[config.mk]
export PLATFORM = sky130hd
export DESIGN_NAME = nspp_pipe_chain
export DESIGN_NICKNAME = d
export VERILOG_FILES = /design/src/rtl/nspp_types_pkg.sv /design/src/rtl/nspp_pipe_stage.sv /design/src/rtl/nspp_pipe_chain.sv
export SDC_FILE = /design/constraint.sdc
export NUM_CORES = 1
export LEC_CHECK = 0
export CAP_MARGIN = 0
export CORE_ASPECT_RATIO = 0.5
export CORE_MARGIN = 1
export CORE_UTILIZATION = 45
export CTS_CLUSTER_SIZE = 28
export DETAILED_ROUTE_END_ITERATION = 6
export DONT_BUFFER_PORTS = 1
export PLACE_DENSITY = 0.67
export SYNTH_ARGS = -nofsm -noshare
export SYNTH_HDL_FRONTEND = slang
export SYNTH_SLANG_ARGS = --single-unit
[constraint.sdc]
create_clock -name CLK -period 1.36 [get_ports CLK]
set_input_delay 0.136 -clock CLK [delete_from_list [all_inputs] [get_ports CLK]]
set_output_delay 0.136 -clock CLK [all_outputs]
set_load 0.02 [all_outputs]
[src/rtl/nspp_types_pkg.sv]
// Shared types for the N-stage pipeline register chain and the core stages it connects.
package nspp_types_pkg;

    localparam int unsigned NSPP_MAX_STAGES = 8;

    typedef logic [NSPP_MAX_STAGES-1:0] stage_mask_t;

    // Stage-control payload carried between core stages; opaque to the chain itself.
    typedef struct packed {
        logic        op_valid;
        logic [4:0]  rd;
        logic [4:0]  rs1;
        logic [4:0]  rs2;
        logic [3:0]  alu_op;
        logic        mem_rd;
        logic        mem_wr;
        logic        reg_wr;
        logic [31:0] pc;
    } pipe_ctrl_t;

    function automatic int unsigned stage_count(input stage_mask_t mask);
        int unsigned n;
        n = 0;
        for (int i = 0; i < int'(NSPP_MAX_STAGES); i++) begin
            n = n + 32'(mask[i]);
        end
        return n;
    endfunction

endpackage

[src/rtl/nspp_pipe_stage.sv]
// One pipeline slot: valid bit plus payload register with advance, flush and reset.
module nspp_pipe_stage #(
    parameter int unsigned DATA_WIDTH = 32
) (
    input  logic                  clk,
    input  logic                  rst,
    input  logic                  advance,
    input  logic                  flush,
    input  logic                  src_valid,
    input  logic [DATA_WIDTH-1:0] src_data,
    output logic                  valid,
    output logic [DATA_WIDTH-1:0] data
);

    // Flush wins over advance for the valid bit; data only moves on advance.
    always_ff @(posedge clk) begin
        if (rst) begin
            valid <= 1'b0;
            data  <= '0;
        end else begin
            if (flush) begin
                valid <= 1'b0;
            end else if (advance) begin
                valid <= src_valid;
            end
            if (advance) begin
                data <= src_data;
            end
        end
    end

endmodule

[src/rtl/nspp_pipe_chain.sv]
// N-stage ready/valid register chain with bubble collapse and per-stage flush.
module nspp_pipe_chain
    import nspp_types_pkg::*;
#(
    parameter int unsigned NUM_STAGES = 2,
    parameter int unsigned DATA_WIDTH = 32
) (
    input  logic                           CLK,
    input  logic                           RST,
    input  logic                           in_valid,
    output logic                           in_ready,
    input  logic [DATA_WIDTH-1:0]          in_data,
    output logic                           out_valid,
    input  logic                           out_ready,
    output logic [DATA_WIDTH-1:0]          out_data,
    input  logic [NUM_STAGES-1:0]          flush,
    output logic [NUM_STAGES-1:0]          stage_valid,
    output logic [$clog2(NUM_STAGES+1)-1:0] occupancy
);

    localparam int unsigned OCC_W = $clog2(NUM_STAGES + 1);

    if (NUM_STAGES < 1 || NUM_STAGES > NSPP_MAX_STAGES) begin : g_bad_stages
        $fatal(1, "nspp_pipe_chain: NUM_STAGES must be in 1..8");
    end
    if (DATA_WIDTH < 1) begin : g_bad_width
        $fatal(1, "nspp_pipe_chain: DATA_WIDTH must be at least 1");
    end

    logic [NUM_STAGES-1:0] valid;
    logic [NUM_STAGES-1:0] rdy;
    logic [DATA_WIDTH-1:0] data_q [NUM_STAGES];

    // A stage can take new content if it is empty or its occupant moves on this cycle.
    always_comb begin
        rdy                 = '0;
        rdy[NUM_STAGES-1]   = ~valid[NUM_STAGES-1] | out_ready;
        for (int i = int'(NUM_STAGES) - 2; i >= 0; i--) begin
            rdy[i] = ~valid[i] | rdy[i+1];
        end
    end

    for (genvar i = 0; i < int'(NUM_STAGES); i++) begin : g_stage
        logic                  src_valid;
        logic [DATA_WIDTH-1:0] src_data;

        if (i == 0) begin : g_head
            assign src_valid = in_valid;
            assign src_data  = in_data;
        end else begin : g_body
            assign src_valid = valid[i-1];
            assign src_data  = data_q[i-1];
        end

        nspp_pipe_stage #(
            .DATA_WIDTH (DATA_WIDTH)
        ) u_stage (
            .clk       (CLK),
            .rst       (RST),
            .advance   (rdy[i]),
            .flush     (flush[i]),
            .src_valid (src_valid),
            .src_data  (src_data),
            .valid     (valid[i]),
            .data      (data_q[i])
        );
    end

    assign in_ready    = rdy[0];
    assign out_valid   = valid[NUM_STAGES-1];
    assign out_data    = data_q[NUM_STAGES-1];
    assign stage_valid = valid;

    always_comb begin
        occupancy = OCC_W'(stage_count(stage_mask_t'(valid)));
    end

endmodule
## Word-level counts from Yosys, hierarchy flattened

Index checks and enable logic that the tools add are counted.

- Register bits: 66
- Input bits: 38
- Output and inout port bits: 38
- Word-level logic and storage cells: 11

- $add $sub $neg: 1
- Bitwise operators: 4
- Reductions and logical operators: 2

Operator list:

| cell | number |
|---|---|
| OR reduction 2 bit | 2 |
| adder 1 x 1 -> 2 bit | 1 |
| inverter 1 bit | 2 |
| bitwise OR 1 bit | 2 |

## Longest topological paths before layout

- Depth in word-level cells: 3
- Gate-level depth with buffers: 6

## By module

From an unflattened synthesis, not the netlist that was laid out.

- Cells, all modules: 219
- Area, all modules: 2448.6 um^2

Modules (own cells, without submodules):

| module | times used | cells each | area each (um^2) | seq. area each (um^2) |
|---|---|---|---|---|
| nspp_pipe_stage | 2 | 107 | 1203.7 | 660.6 |
| nspp_pipe_chain | 1 | 5 | 41.3 | 0.0 |

## Least setup slack after synthesis

OpenSTA, ideal clock, no wires.

- Path kind: flip-flop to flip-flop
- Start point: register g_stage[1].u_stage.valid
- End point: register g_stage[0].u_stage.data[20]
- Library setup time: 0.143 ns
- Arrival: 1.144 ns
- Data required time: 1.217 ns
- Setup slack: 0.072 ns
- Stages on the path, launching flop included: 7
- Buffers on the path: 2
- Clock period less this slack: 1.288 ns
- Cells stage by stage: dfxtp_1 -> and3b_1 -> buf_6 -> clkinv_4 -> buf_12 -> nand2_2 -> a21oi_2

- Cells in the longest elaborated chain, start to end: 3

RTL lines:

| element | RTL line | source |
|---|---|---|
| from (decl) | nspp_pipe_stage.sv:11 | `output logic valid,` |
| from (signal assigned) | nspp_pipe_stage.sv:24 | `valid <= src_valid;` |
| inverter 1 bit | nspp_pipe_chain.sv:37 | `rdy[NUM_STAGES-1] = ~valid[NUM_STAGES-1] \| out_ready;` |
| bitwise OR 1 bit | nspp_pipe_chain.sv:37 |  |
| bitwise OR 1 bit | nspp_pipe_chain.sv:39 | `rdy[i] = ~valid[i] \| rdy[i+1];` |
| to (signal assigned) | nspp_pipe_stage.sv:27 | `data <= src_data;` |
| to (decl) | nspp_pipe_stage.sv:12 | `output logic [DATA_WIDTH-1:0] data` |

No other way between the ends.
A chain may end at the register's enable or synchronous reset.

## Final worst setup path

- Start point: register g_stage[1].u_stage.valid
- End point: output in_ready

- Cells in the longest elaborated chain, start to end: 3

RTL lines:

| element | RTL line | source |
|---|---|---|
| inverter 1 bit | nspp_pipe_chain.sv:37 |  |
| bitwise OR 1 bit | nspp_pipe_chain.sv:37 |  |
| bitwise OR 1 bit | nspp_pipe_chain.sv:39 |  |
| to (decl) | nspp_pipe_chain.sv:11 | `output logic in_ready,` |

No other way between the ends.

==> impl_metrics.py <==
metrics = {
    "sta": {
        "hold_violations": 66,
        "setup_viol": 0,
        "worst_slew_pin_slew_ns": 0.267,
        "min_period_ns": 1.27,
        "skew_ns": 0.00403,
        "max_slew_margin_pct": 82.2,
        "finalMaxSlewViolations": 0,
        "min_period_over_period_pct": 93.6,
        "holdWs_ns": -0.124,
        "rsz0062_at_grt": "no",
        "fin_setup_tns_ns": 0,
        "max_freq_ghz": 0.785,
    },
    "clock_network": {
        "cts.root.buffer_cell": "clkbuf_16",
        "ctsHoldBuffers": 2,
        "clkTransAtPathRegs_ns": 0.05,
        "cts_buffers": 9,
        "htree_num_levels": 3,
        "cts_sinks": 66,
        "cts_tree": "yes",
        "clock_latency_ns": 0.32,
        "clockBufferDepth": 2,
    },
    "cells_and_area": {
        "regArea_um2": 1320,
        "instances_no_fill": 366,
        "diodes": 0,
        "nFillCells": 496,
        "drive_above_1_share_pct": 29.4,
        "finalNetCount": 331,
        "multiInputGateArea_um2": 1050,
        "area_growth_pct": 14.1,
    },
    "power": {
        "p_int_mw": 3.56,
        "switching_share_pct": 20.5,
        "power.switching_uw": 918,
        "power_frac_comb_pct": 3.4,
        "p_seq_share_pct": 47.5,
        "ir_drop_mv": 0.961,
        "leakage_nw": 1.11,
        "p_clk_share_pct": 49.1,
        "powerDensity_nw_per_um2": 1540,
    },
    "placement": {
        "routabilityCongestion": 0.750,
        "dp.cells": 347,
        "portBuffers": 0,
        "hpwl_mm": 3.26,
    },
    "status": {
        "violations": "hold timing",
        "status": "finished with violations",
    },
    "detailed_routing": {
        "ant_nets": 0,
        "first_pass_iters": 4,
        "wl_per_cell_um": 13.7,
        "drc": 0,
        "vias": 1829,
        "drtIter0Drc": 87,
        "routed_wl_mm": 5.02,
        "viasPerCell": 5.00,
    },
    "worst_setup_path": {
        "r2r_end": "g_stage[0].u_stage.data[5]",
        "cpLargestDelayFamily": "flip-flops",
        "reg2reg_slack_ns": 0.11,
        "slowest_stage": "dfxtp_1",
        "crit_chain": "and3b_2 > clkinv_4 > buf_4",
        "worstSetupPathType": "reg -> out",
        "critPathCaptureType": "output pin",
        "crit_fanout": 3,
        "slowest_delay_ns": 0.33,
        "required_ns": 1.22,
        "r2r_start": "g_stage[1].u_stage.valid",
        "rr_worst_depth": 6,
        "crit_buf_inv": 2,
        "cp_data_arrival_time_ns": 1.14,
        "crit_path_start_kind": "flip-flop",
        "crit_path_start": "g_stage[1].u_stage.valid",
    },
    "yosys": {
        "syn_inst": 290,
        "synthFlopType": "dfxtp_1",
        "synth.most_common_cell": "nand2_1",
        "synth.avg_cell_area_um2": 8.77,
        "ys_async_sr_fraction_pct": 0,
        "ys_seq_area_share_pct": 52.0,
        "synth_top_area_share_pct": 52.0,
        "synth_cell_types": 17,
        "yosysWarnings": 0,
        "yosysTopAreaCell": "dfxtp_1",
        "synth_edf_count": 0,
        "synth_area_um2": 2540,
        "synth_common_cells": "99 x nand2_1, 66 x dfxtp_1, 35 x a21oi_1, 29 x a21oi_2, 29 x nand2_2",
        "synth_area_leaders": "dfxtp_1 52%, nand2_1 15%, a21oi_2 10%",
        "synth-seq-cells": 66,
        "synth_fp_nets": 329,
    },
    "global_route": {
        "grt_pass1_vias": 1688,
        "antenna_found_initial": 0,
        "grt_start_max_net_pins": 67,
        "grt_pass1_wl_mm": 8.06,
        "grt-ovfl-total": 0,
        "grt.total_usage_pct": 18.6,
    },
    "floorplan": {
        "start_util_pct": 49.1,
        "core-area_um2": 5180,
        "chipWidth_um": 108,
        "die-area_um2": 5970,
        "die_h_um": 55.2,
        "pin_count": 76,
        "num_rows": 18,
    },
    "hold_path": {
        "hold_depth": 1,
        "worstHoldEndpoint": "g_stage[0].u_stage.data[20]",
        "hold_path_class": "in -> reg",
        "holdCritStartpoint": "RST",
    },
    "run": {
        "cap_viol_max_count": 0,
    },
}
-- cells by family after synthesis --
family                   after synthesis  share of synthesized area [%]
AND/OR/NAND/NOR                      135                           23.3
flip-flops                            66                           52.0
AO/OA/AOI/OAI                         64                           16.9
buffers and inverters                 24                           7.33
adder cells (fa/ha/maj)                1                          0.492
-- power groups by stage --
stage          Clock, mW  Combinational [mW]  Sequential, mW
2_1_floorplan          0               0.160            2.16
3_3_place_gp           0               0.142            2.16
3_5_place_dp           0               0.148            2.17
4_1_cts             2.27               0.155            2.13
5_1_grt             2.34               0.174            2.14
6_report            2.20               0.154            2.13
-- placed cells by master, fill, tap and decap left out --
master / count
clkinv_2: 2
dfxtp_1: 66
clkbuf_8: 1
and2b_2: 1
a21oi_2: 29
clkbuf_1: 2
dlygate4sd3_1: 2
clkbuf_16: 9
nand2_2: 29
ha_4: 1
buf_12: 3
clkinv_4: 1
nor2_1: 2
bufinv_16: 1
buf_4: 9
nor3_1: 2
and3b_2: 1
a21oi_1: 35
nand2b_1: 1
nand2_1: 99
-- layout make-up --
type                       instances  share of cell area (%)
multi-input combinational        200                    36.2
tap                               70                    3.02
inverter                           1                   0.302
clock buffer                      12                    8.50
timing repair buffer              14                    5.09
sequential                        66                    45.5
clock inverter                     3                    1.38
-- registers in the layout (all words and copies together) (netlist names) --
register,cells
g_stage.u_stage.valid,2
g_stage.u_stage.data,64
-- what timing repair did --
item                                    in CTS  in global routing
resized for setup                            2                  2
endpoints found under the setup margin       2                  1
cloned                                       0                  0
buffers inserted                             2                  0
hold endpoints to repair                    66                 66
-- per-layer routing --
layer | vias up | routed length (um) | global-route usage (%) | share of wire (%)
met5 | - | 0 | 0 | 0
met4 | 0 | 57 | 7.43 | 1.1
met3 | 7 | 385 | 8.31 | 7.7
met2 | 49 | 2350 | 31.8 | 47
met1 | 848 | 2230 | 20.9 | 44
li1 | 925 | - | - | -
-- per-stage QoR --
step | power (mW) | utilization, % | instance area (um^2) | worst slack (ns)
finish | 4.48 | 56.0 | 2900 | 0.0867
global route | 4.65 | 56.0 | 2900 | 0.0413
CTS | 4.55 | 55.8 | 2890 | 0.00220
detailed placement | 2.32 | 49.5 | 2560 | 0.133
global placement | 2.31 | 49.5 | 2560 | 0.208
floorplan | 2.32 | - | 2540 | 0.0724
-- worst max-delay path by stage --
stage	cells after the start	slack [ns]	to
final	3	0.09	in_ready
after global routing	5	0.04	g_stage[1].u_stage.data[6]
after CTS	2	0.002	occupancy[0]
after detailed placement	5	0.13	g_stage[0].u_stage.data[5]
after global placement	5	0.21	g_stage[0].u_stage.data[30]
after floorplan	6	0.07	g_stage[0].u_stage.data[20]
Note: power is estimated with default switching activity, not from simulation.
